## config.mk

```make
export PLATFORM = sky130hd
export DESIGN_NAME = bram_port_arbiter
export DESIGN_NICKNAME = d
export VERILOG_FILES = /design/src/rtl/bram_port_arbiter.sv
export SDC_FILE = /design/constraint.sdc
export NUM_CORES = 1
export LEC_CHECK = 0
export ABC_AREA = 1
export CELL_PAD_IN_SITES_DETAIL_PLACEMENT = 0
export CELL_PAD_IN_SITES_GLOBAL_PLACEMENT = 1
export CORE_MARGIN = 3
export CORE_UTILIZATION = 25
export DETAILED_ROUTE_END_ITERATION = 7
export GPL_TIMING_DRIVEN = 0
export PLACE_DENSITY_LB_ADDON = 0.1
export SLEW_MARGIN = 25
export SYNTH_ARGS = -nofsm -noshare
export SYNTH_HDL_FRONTEND = slang
export SYNTH_SLANG_ARGS = --single-unit
```

## constraint.sdc

```tcl
create_clock -name clk -period 3.2 [get_ports clk]
set_clock_uncertainty 0.2 [all_clocks]
set_input_delay 0.32 -clock clk [delete_from_list [all_inputs] [get_ports clk]]
set_output_delay 0.32 -clock clk [all_outputs]
set_load 0.01 [all_outputs]
```

## src/rtl/bram_port_arbiter.sv

```systemverilog
// bram_port_arbiter
// Shares a single BRAM port between the CPU data port (m0) and the UART
// debug loader/reader (m1). Round-robin arbitration is used when both
// masters request. A master can lock the port for a burst, and a lock
// counter forces release so a stuck lock cannot starve the other side.
// Accepted accesses drive registered BRAM address, enable and data outputs.
// Read data comes back with a per-master valid pulse, delivered in accept
// order through a small shift pipe that tracks the BRAM read latency.
module bram_port_arbiter #(
  parameter int ADDR_WIDTH = 16,
  parameter int DATA_WIDTH = 32,
  parameter int RD_LAT     = 1,
  parameter int MAX_LOCK   = 64
) (
  input  logic                    clk,
  input  logic                    rst_n,

  input  logic                    m0_req,
  input  logic                    m0_lock,
  input  logic [DATA_WIDTH/8-1:0] m0_we,
  input  logic [ADDR_WIDTH-1:0]   m0_addr,
  input  logic [DATA_WIDTH-1:0]   m0_wdata,
  output logic                    m0_gnt,
  output logic                    m0_rvalid,
  output logic [DATA_WIDTH-1:0]   m0_rdata,

  input  logic                    m1_req,
  input  logic                    m1_lock,
  input  logic [DATA_WIDTH/8-1:0] m1_we,
  input  logic [ADDR_WIDTH-1:0]   m1_addr,
  input  logic [DATA_WIDTH-1:0]   m1_wdata,
  output logic                    m1_gnt,
  output logic                    m1_rvalid,
  output logic [DATA_WIDTH-1:0]   m1_rdata,

  output logic [ADDR_WIDTH-1:0]   bram_addr,
  output logic [DATA_WIDTH/8-1:0] bram_we,
  output logic [DATA_WIDTH-1:0]   bram_din,
  input  logic [DATA_WIDTH-1:0]   bram_dout
);

  localparam int WE_WIDTH  = DATA_WIDTH / 8;
  localparam int CNT_WIDTH = (MAX_LOCK > 1) ? $clog2(MAX_LOCK) : 1;
  localparam logic [CNT_WIDTH-1:0] CNT_LAST = CNT_WIDTH'(MAX_LOCK - 1);

  // ARB: free arbitration; OWN0/OWN1: the named master holds a lock.
  typedef enum logic [1:0] {
    ARB  = 2'd0,
    OWN0 = 2'd1,
    OWN1 = 2'd2
  } state_e;

  state_e                state_q, state_d;
  // Round-robin pointer: 0 favours m0, 1 favours m1 on a tie.
  logic                  rr_q, rr_d;
  logic [CNT_WIDTH-1:0]  lock_cnt_q, lock_cnt_d;

  logic                  gnt0, gnt1;
  logic                  acc0, acc1;
  logic                  lock_timeout;

  logic                  rd_new;
  logic                  rd_new_id;
  logic [RD_LAT:0]       pipe_v_q;
  logic [RD_LAT:0]       pipe_id_q;

  logic [ADDR_WIDTH-1:0] bram_addr_q;
  logic [WE_WIDTH-1:0]   bram_we_q;
  logic [DATA_WIDTH-1:0] bram_din_q;

  // Grant decode: the owner sees its own request, otherwise tie-break via rr.
  always_comb begin
    gnt0 = 1'b0;
    gnt1 = 1'b0;
    unique case (state_q)
      ARB: begin
        if (m0_req && m1_req) begin
          gnt0 = ~rr_q;
          gnt1 = rr_q;
        end else begin
          gnt0 = m0_req;
          gnt1 = m1_req;
        end
      end
      OWN0: gnt0 = m0_req;
      OWN1: gnt1 = m1_req;
      default: begin
        gnt0 = 1'b0;
        gnt1 = 1'b0;
      end
    endcase
  end

  // Grants are forced low while reset is held so nothing is accepted then.
  assign m0_gnt = rst_n & gnt0;
  assign m1_gnt = rst_n & gnt1;

  assign acc0 = m0_req & m0_gnt;
  assign acc1 = m1_req & m1_gnt;

  assign lock_timeout = (lock_cnt_q == CNT_LAST);

  // Next-state logic for ownership, the round-robin pointer and lock counter.
  always_comb begin
    state_d    = state_q;
    rr_d       = rr_q;
    lock_cnt_d = lock_cnt_q;
    unique case (state_q)
      ARB: begin
        lock_cnt_d = '0;
        if (acc0) begin
          rr_d = 1'b1;
          if (m0_lock) begin
            state_d = OWN0;
          end
        end else if (acc1) begin
          rr_d = 1'b0;
          if (m1_lock) begin
            state_d = OWN1;
          end
        end
      end
      OWN0: begin
        lock_cnt_d = lock_cnt_q + CNT_WIDTH'(1);
        if (lock_timeout) begin
          state_d    = ARB;
          lock_cnt_d = '0;
          rr_d       = 1'b1;
        end else if (!m0_lock) begin
          state_d    = ARB;
          lock_cnt_d = '0;
        end
      end
      OWN1: begin
        lock_cnt_d = lock_cnt_q + CNT_WIDTH'(1);
        if (lock_timeout) begin
          state_d    = ARB;
          lock_cnt_d = '0;
          rr_d       = 1'b0;
        end else if (!m1_lock) begin
          state_d    = ARB;
          lock_cnt_d = '0;
        end
      end
      default: begin
        state_d    = ARB;
        lock_cnt_d = '0;
      end
    endcase
  end

  // Arbitration state register.
  always_ff @(posedge clk or negedge rst_n) begin
    if (!rst_n) begin
      state_q    <= ARB;
      rr_q       <= 1'b0;
      lock_cnt_q <= '0;
    end else begin
      state_q    <= state_d;
      rr_q       <= rr_d;
      lock_cnt_q <= lock_cnt_d;
    end
  end

  // BRAM port drive: load the accepted master's fields; idle cycles only drop we.
  always_ff @(posedge clk or negedge rst_n) begin
    if (!rst_n) begin
      bram_addr_q <= '0;
      bram_we_q   <= '0;
      bram_din_q  <= '0;
    end else if (acc0) begin
      bram_addr_q <= m0_addr;
      bram_we_q   <= m0_we;
      bram_din_q  <= m0_wdata;
    end else if (acc1) begin
      bram_addr_q <= m1_addr;
      bram_we_q   <= m1_we;
      bram_din_q  <= m1_wdata;
    end else begin
      bram_we_q   <= '0;
    end
  end

  assign bram_addr = bram_addr_q;
  assign bram_we   = bram_we_q;
  assign bram_din  = bram_din_q;

  // An accepted access with no byte enables is a read; tag it with its master.
  assign rd_new    = (acc0 && (m0_we == '0)) || (acc1 && (m1_we == '0));
  assign rd_new_id = acc1;

  // Read tracking pipe: the last stage lines up with BRAM data after RD_LAT.
  always_ff @(posedge clk or negedge rst_n) begin
    if (!rst_n) begin
      pipe_v_q  <= '0;
      pipe_id_q <= '0;
    end else begin
      pipe_v_q  <= {pipe_v_q[RD_LAT-1:0], rd_new};
      pipe_id_q <= {pipe_id_q[RD_LAT-1:0], rd_new_id};
    end
  end

  assign m0_rvalid = pipe_v_q[RD_LAT] & ~pipe_id_q[RD_LAT];
  assign m1_rvalid = pipe_v_q[RD_LAT] &  pipe_id_q[RD_LAT];

  assign m0_rdata = bram_dout;
  assign m1_rdata = bram_dout;

endmodule

```

* After elaboration in Yosys (flattened, before gate mapping) *
Index checks and enable logic that the tools add are counted.

cells by class
  add/subtract/negate cells = 1
  equal/unequal tests = 10
  muxes and demuxes = 29
  bitwise gates (word level) = 8
  reduce and logical (&&, ||, !) cells = 11

operators with widths
  cell                                                             count
  32-bit two-way mux                                               2
  16-bit two-way mux                                               2
  6-bit two-way mux                                                4
  2-bit two-way mux                                                8
  3-bit != test, second input constant                             5
  6-bit case mux with 2 select lines                               1
  4-bit logical NOT                                                2
  4-bit two-way mux                                                2
  6-bit by 1-bit adder with 6-bit output, second input constant    1
  1-bit AND                                                        6
  6-bit == test, second input constant                             1
  1-bit two-way mux                                                6
  2-bit case mux with 3 select lines                               1
  5-bit AND reduction                                              1
  2-bit != test, second input constant                             2
  1-bit case mux with 2 select lines                               2
  4-bit AND reduction                                              1
  1-bit logical AND                                                3
  1-bit case mux with 3 select lines                               1
  3-bit nonzero test                                               1
  2-bit by 1-bit == test with 1-bit output, second input constant  1
  2-bit == test, second input constant                             1
  2-bit logical NOT                                                1
  1-bit inverter                                                   2
  other kinds (2)                                                  2

storage, ports and cells
  flip-flop bits (word level) = 65
  input port bits = 142
  output and inout bits = 120
  word-level logic and storage cells = 67

* Logic depth before layout (Yosys ltp) *
  word-level depth = 8
  gate-level depth with buffers = 14
  gate-level depth less buffers = 13

* Least setup slack after synthesis *
OpenSTA, ideal clock, no wires.

  path kind = reg2out
  from = register state_q[0]
  to = output m0_gnt
  arrival time = 1361 ps
  data required time = 2680 ps
  path slack = 1319 ps
  cell stages (with the launch flop) = 10
  buffers on the path = 1
  path through = dfrtp_1 inv_1 ha_1 nand2_1 inv_1 nand2_1 nand2_2 nand2_4 inv_2 buf_6

between the ends
  longest elaborated chain between the ends = 3
  elaborated cells between the ends (all ways) = 4
  those cells by class = eq/ne (1); mux (1); bitwise (1); reduce/logical (1)

ends and longest elaborated chain
  what                                                                           line  RTL
  start: declaration                                                             53    state_e state_q, state_d;
  start signal: assignment                                                       159   state_q <= state_d;
  2-bit by 1-bit == test with 1-bit output or 2-bit logical NOT (tied branches)  75    unique case (state_q)
  1-bit case mux with 2 select lines (*)                                         75
  1-bit AND (*)                                                                  95    assign m0_gnt = rst_n & gnt0;
  end: declaration                                                               23    output logic m0_gnt,

Mark *: on every way between the ends. The rest lies on a longest branch, timed or not.

* Final worst setup path *
Same ends and word-level chain as after synthesis.

==> impl_results.md <==
* Status: completed
* Initial core utilization at 26.15%
* CTS Buffer Depth at 2
* Num rows at 42
* Design area at 6340 um^2
* Clk sink count at 65
* Worst min-delay path startpoint: pipe_v_q[0]
* Remaining antenna violation count after routing at 0
* Leakage at 2.949 nW
* CTS HTree Levels at 3
* Drt wl/cell at 13.98 um
* DP Cell Count at 837
* Fillers at 1295
* Critical path endpoint category: primary output
* Post-Synthesis Cells at 431
* Seq/Total Area, Yosys at 46.05%
* DR DRC count at 0
* Syn Std Cell Area at 3532 um^2
* RSZ-0062 raised after global routing: false
* CP startpoint kind: register
* CP Data Arrival Time at 2.43 ns
* Finished Layout Cells at 853
* Number of global-route vias before repair at 3845
* Crit-path max FO at 10
* Total power at 4.258 mW
* Iteration-0 DRC Markers at 165
* Area Growth Syn to Fin at 79.49%
* Number of enable flip-flop cells after synthesis at 0
* Max_slew headroom at 79.78%
* Setup Fix Bufs, Post-CTS at 0
* Setup_tns at 0 ns
* Slew @ Worst Pin at 0.3034 ns
* Async SR Flop Fraction at 100.0%
* Remaining global-route overflow at 0
* Latest clock arrival within the worst-skew pair at 0.33 ns
* Die H at 124.9 um
* Yosys top cell area share at 46.05%
* Leading area contributor after synthesis: dfrtp_1
* Slew Limit Fails at 0
* Period utilization at 92.22%
* Fin. Hold Viols at 0
* Worst Setup SP: state_q[0]
* DIE AREA at 15590 um^2
* DP Area at 6062 um^2
* Pin count of the biggest net entering global routing at 39
* Via count at 3626
* Critical path class: register to primary output
* Share of layout cells above drive strength 1 at 15.21%
* Initial antenna violation count at 0
* Root buf cell: clkbuf_16
* Top-count cell post-synth: nand2_1
* WP data required at 2.68 ns
* CTS tree: yes
* Most used DFF post-synth: dfrtp_1
* Global-route wire length before repair at 18970 um
* Horiz. Die Dim at 124.9 um
* # IOs at 262
* Ant. Diodes at 0
* Routed vias/inst at 4.251
* GRT Overall Usage at 15.24%
* Detail Placement HPWL at 9249 um
* Number of synthesized register bits at 65
* Drt pass-1 iters at 4
* Total area of sequential cells at 1627 um^2
* Nets@finish at 820
* Post-Route WL at 11930 um
* Power Density at 671.6 nW/um^2
* Syn avg cell area at 8.195 um^2
* HP Class: register to register
* Final Core Density at 46.94%
* Maximum Capacitance Violations at 0
* Clock buffers created by TritonCTS at 9
* Top cells by count, synth: nand2_1, dfrtp_1, buf_4
* Worst R2R Start: state_q[0]
* Count of cell types in the netlist at 22
* Core Box Area at 13510 um^2
* PortBufs at 229
* Setup violators final at 0
* Placer Congestion at 0.7763
* Synthesis warning total at 0
* Synth area leaders: dfrtp_1, nand2_1, buf_4
* Net Count, Synth at 578
* Maximum VDD drop at 281.2 uV
* Area taken by multi-input logic gates at 1189 um^2
* Highest clock rate at 0.3389 GHz
* Worst-path clk slew at 0.05 ns
* Fin crit period at 2.951 ns
[repair_timing]
item / 4_1_cts / 5_1_grt
resized for setup: 0 / 2
endpoints found under the setup margin: 0 / 1
hold buffers: 1 / 0
hold endpoints to repair: 27 / 0
[logic make-up after synthesis]
| kind of cell | share of synthesized area (%) |
|---|---|
| flip-flops | 46.05 |
| AND/OR/NAND/NOR | 29.83 |
| AO/OA/AOI/OAI | 1.311 |
| buffers and inverters | 20.30 |
| adder cells (fa/ha/maj) | 1.771 |
| XOR/XNOR | 0.7440 |
[registers in the layout (all words and copies together), names as in the netlist]
name,flops
bram_din,32
pipe_id_q,2
lock_cnt_q,6
rr_q,1
pipe_v_q,2
bram_addr,16
state_q,2
bram_we,4
[placed cells by master (no fill, tap or decap)]
master / synthesis / layout
inv_2: 2 / 1
nor3_1: 1 / 1
clkinv_2: 0 / 5
clkbuf_8: 0 / 1
nand3b_1: 2 / 2
a21oi_1: 3 / 3
o22ai_1: 1 / 1
clkbuf_16: 0 / 9
o21ai_1: 2 / 2
clkdlybuf4s50_1: 0 / 228
o21ai_0: 3 / 3
nand2_2: 3 / 3
nand2_1: 169 / 169
buf_12: 0 / 1
buf_4: 64 / 64
buf_6: 12 / 13
nand4_1: 4 / 4
dfrtp_1: 65 / 65
dlygate4sd3_1: 0 / 1
buf_2: 3 / 3
xor2_1: 2 / 2
inv_1: 21 / 21
ha_1: 5 / 5
nor2_8: 1 / 1
nand3_1: 55 / 55
xnor2_1: 1 / 1
nand2_4: 2 / 2
clkbuf_1: 0 / 1
nor2_1: 10 / 10
[per-stage QoR]
| step | hold WS, ns | worst slack, ns |
|---|---|---|
| floorplan | -0.1756 | 1.319 |
| global placement | 0.1334 | -2.029 |
| detailed placement | 0.08553 | 0.5144 |
| CTS | 0.1482 | 0.06338 |
| global route | 0.1509 | 0.03796 |
| finish | 0.1474 | 0.2490 |
[worst max-delay path, stage by stage, from the launching register on]
cell and delay, ns:
dfrtp_1 0.40, inv_1 0.11, ha_1 0.29, nand2_1 0.08
inv_1 0.07, nand2_1 0.06, nand2_2 0.08, nand2_4 0.10
clkinv_2 0.20, buf_6 0.18, clkdlybuf4s50_1 0.54
[final cells by class]
cell class / instances / share of cell area (%)
inverters: 23 / 1.381
plain buffers: 79 / 9.947
flip-flops and latches: 65 / 25.66
clock inverters: 4 / 0.3158
multi-input cells: 264 / 18.75
clock buffers: 11 / 3.829
well taps: 176 / 3.473
repair buffers: 231 / 36.65
[metal layers]
metal	global-route usage (%)	part of all wire [%]	vias up
met3	5.403	9.3	28
met4	6.633	3.3	0
met5	0	0	-
met1	16.74	39	1642
met2	26.53	48	189
li1	-	-	1767
[power by group]
part           switching, mW  internal (mW)
Clock                  0.345          0.534
Combinational          0.955           1.10
Sequential             0.171           1.15
Total                   1.47           2.79
[worst paths after layout]
kind,slack [ns],end,depth (start not counted)
min in group asynchronous,0.22,bram_addr[10],2
max in group asynchronous,2.07,bram_din[13],3
setup reg to reg,1.02,bram_we[1],12
hold reg to reg,0.15,pipe_v_q[1],0
setup / recovery,0.25,m0_gnt,10
hold / removal,0.15,pipe_v_q[1],0
Power figures use the tool's default switching activity.
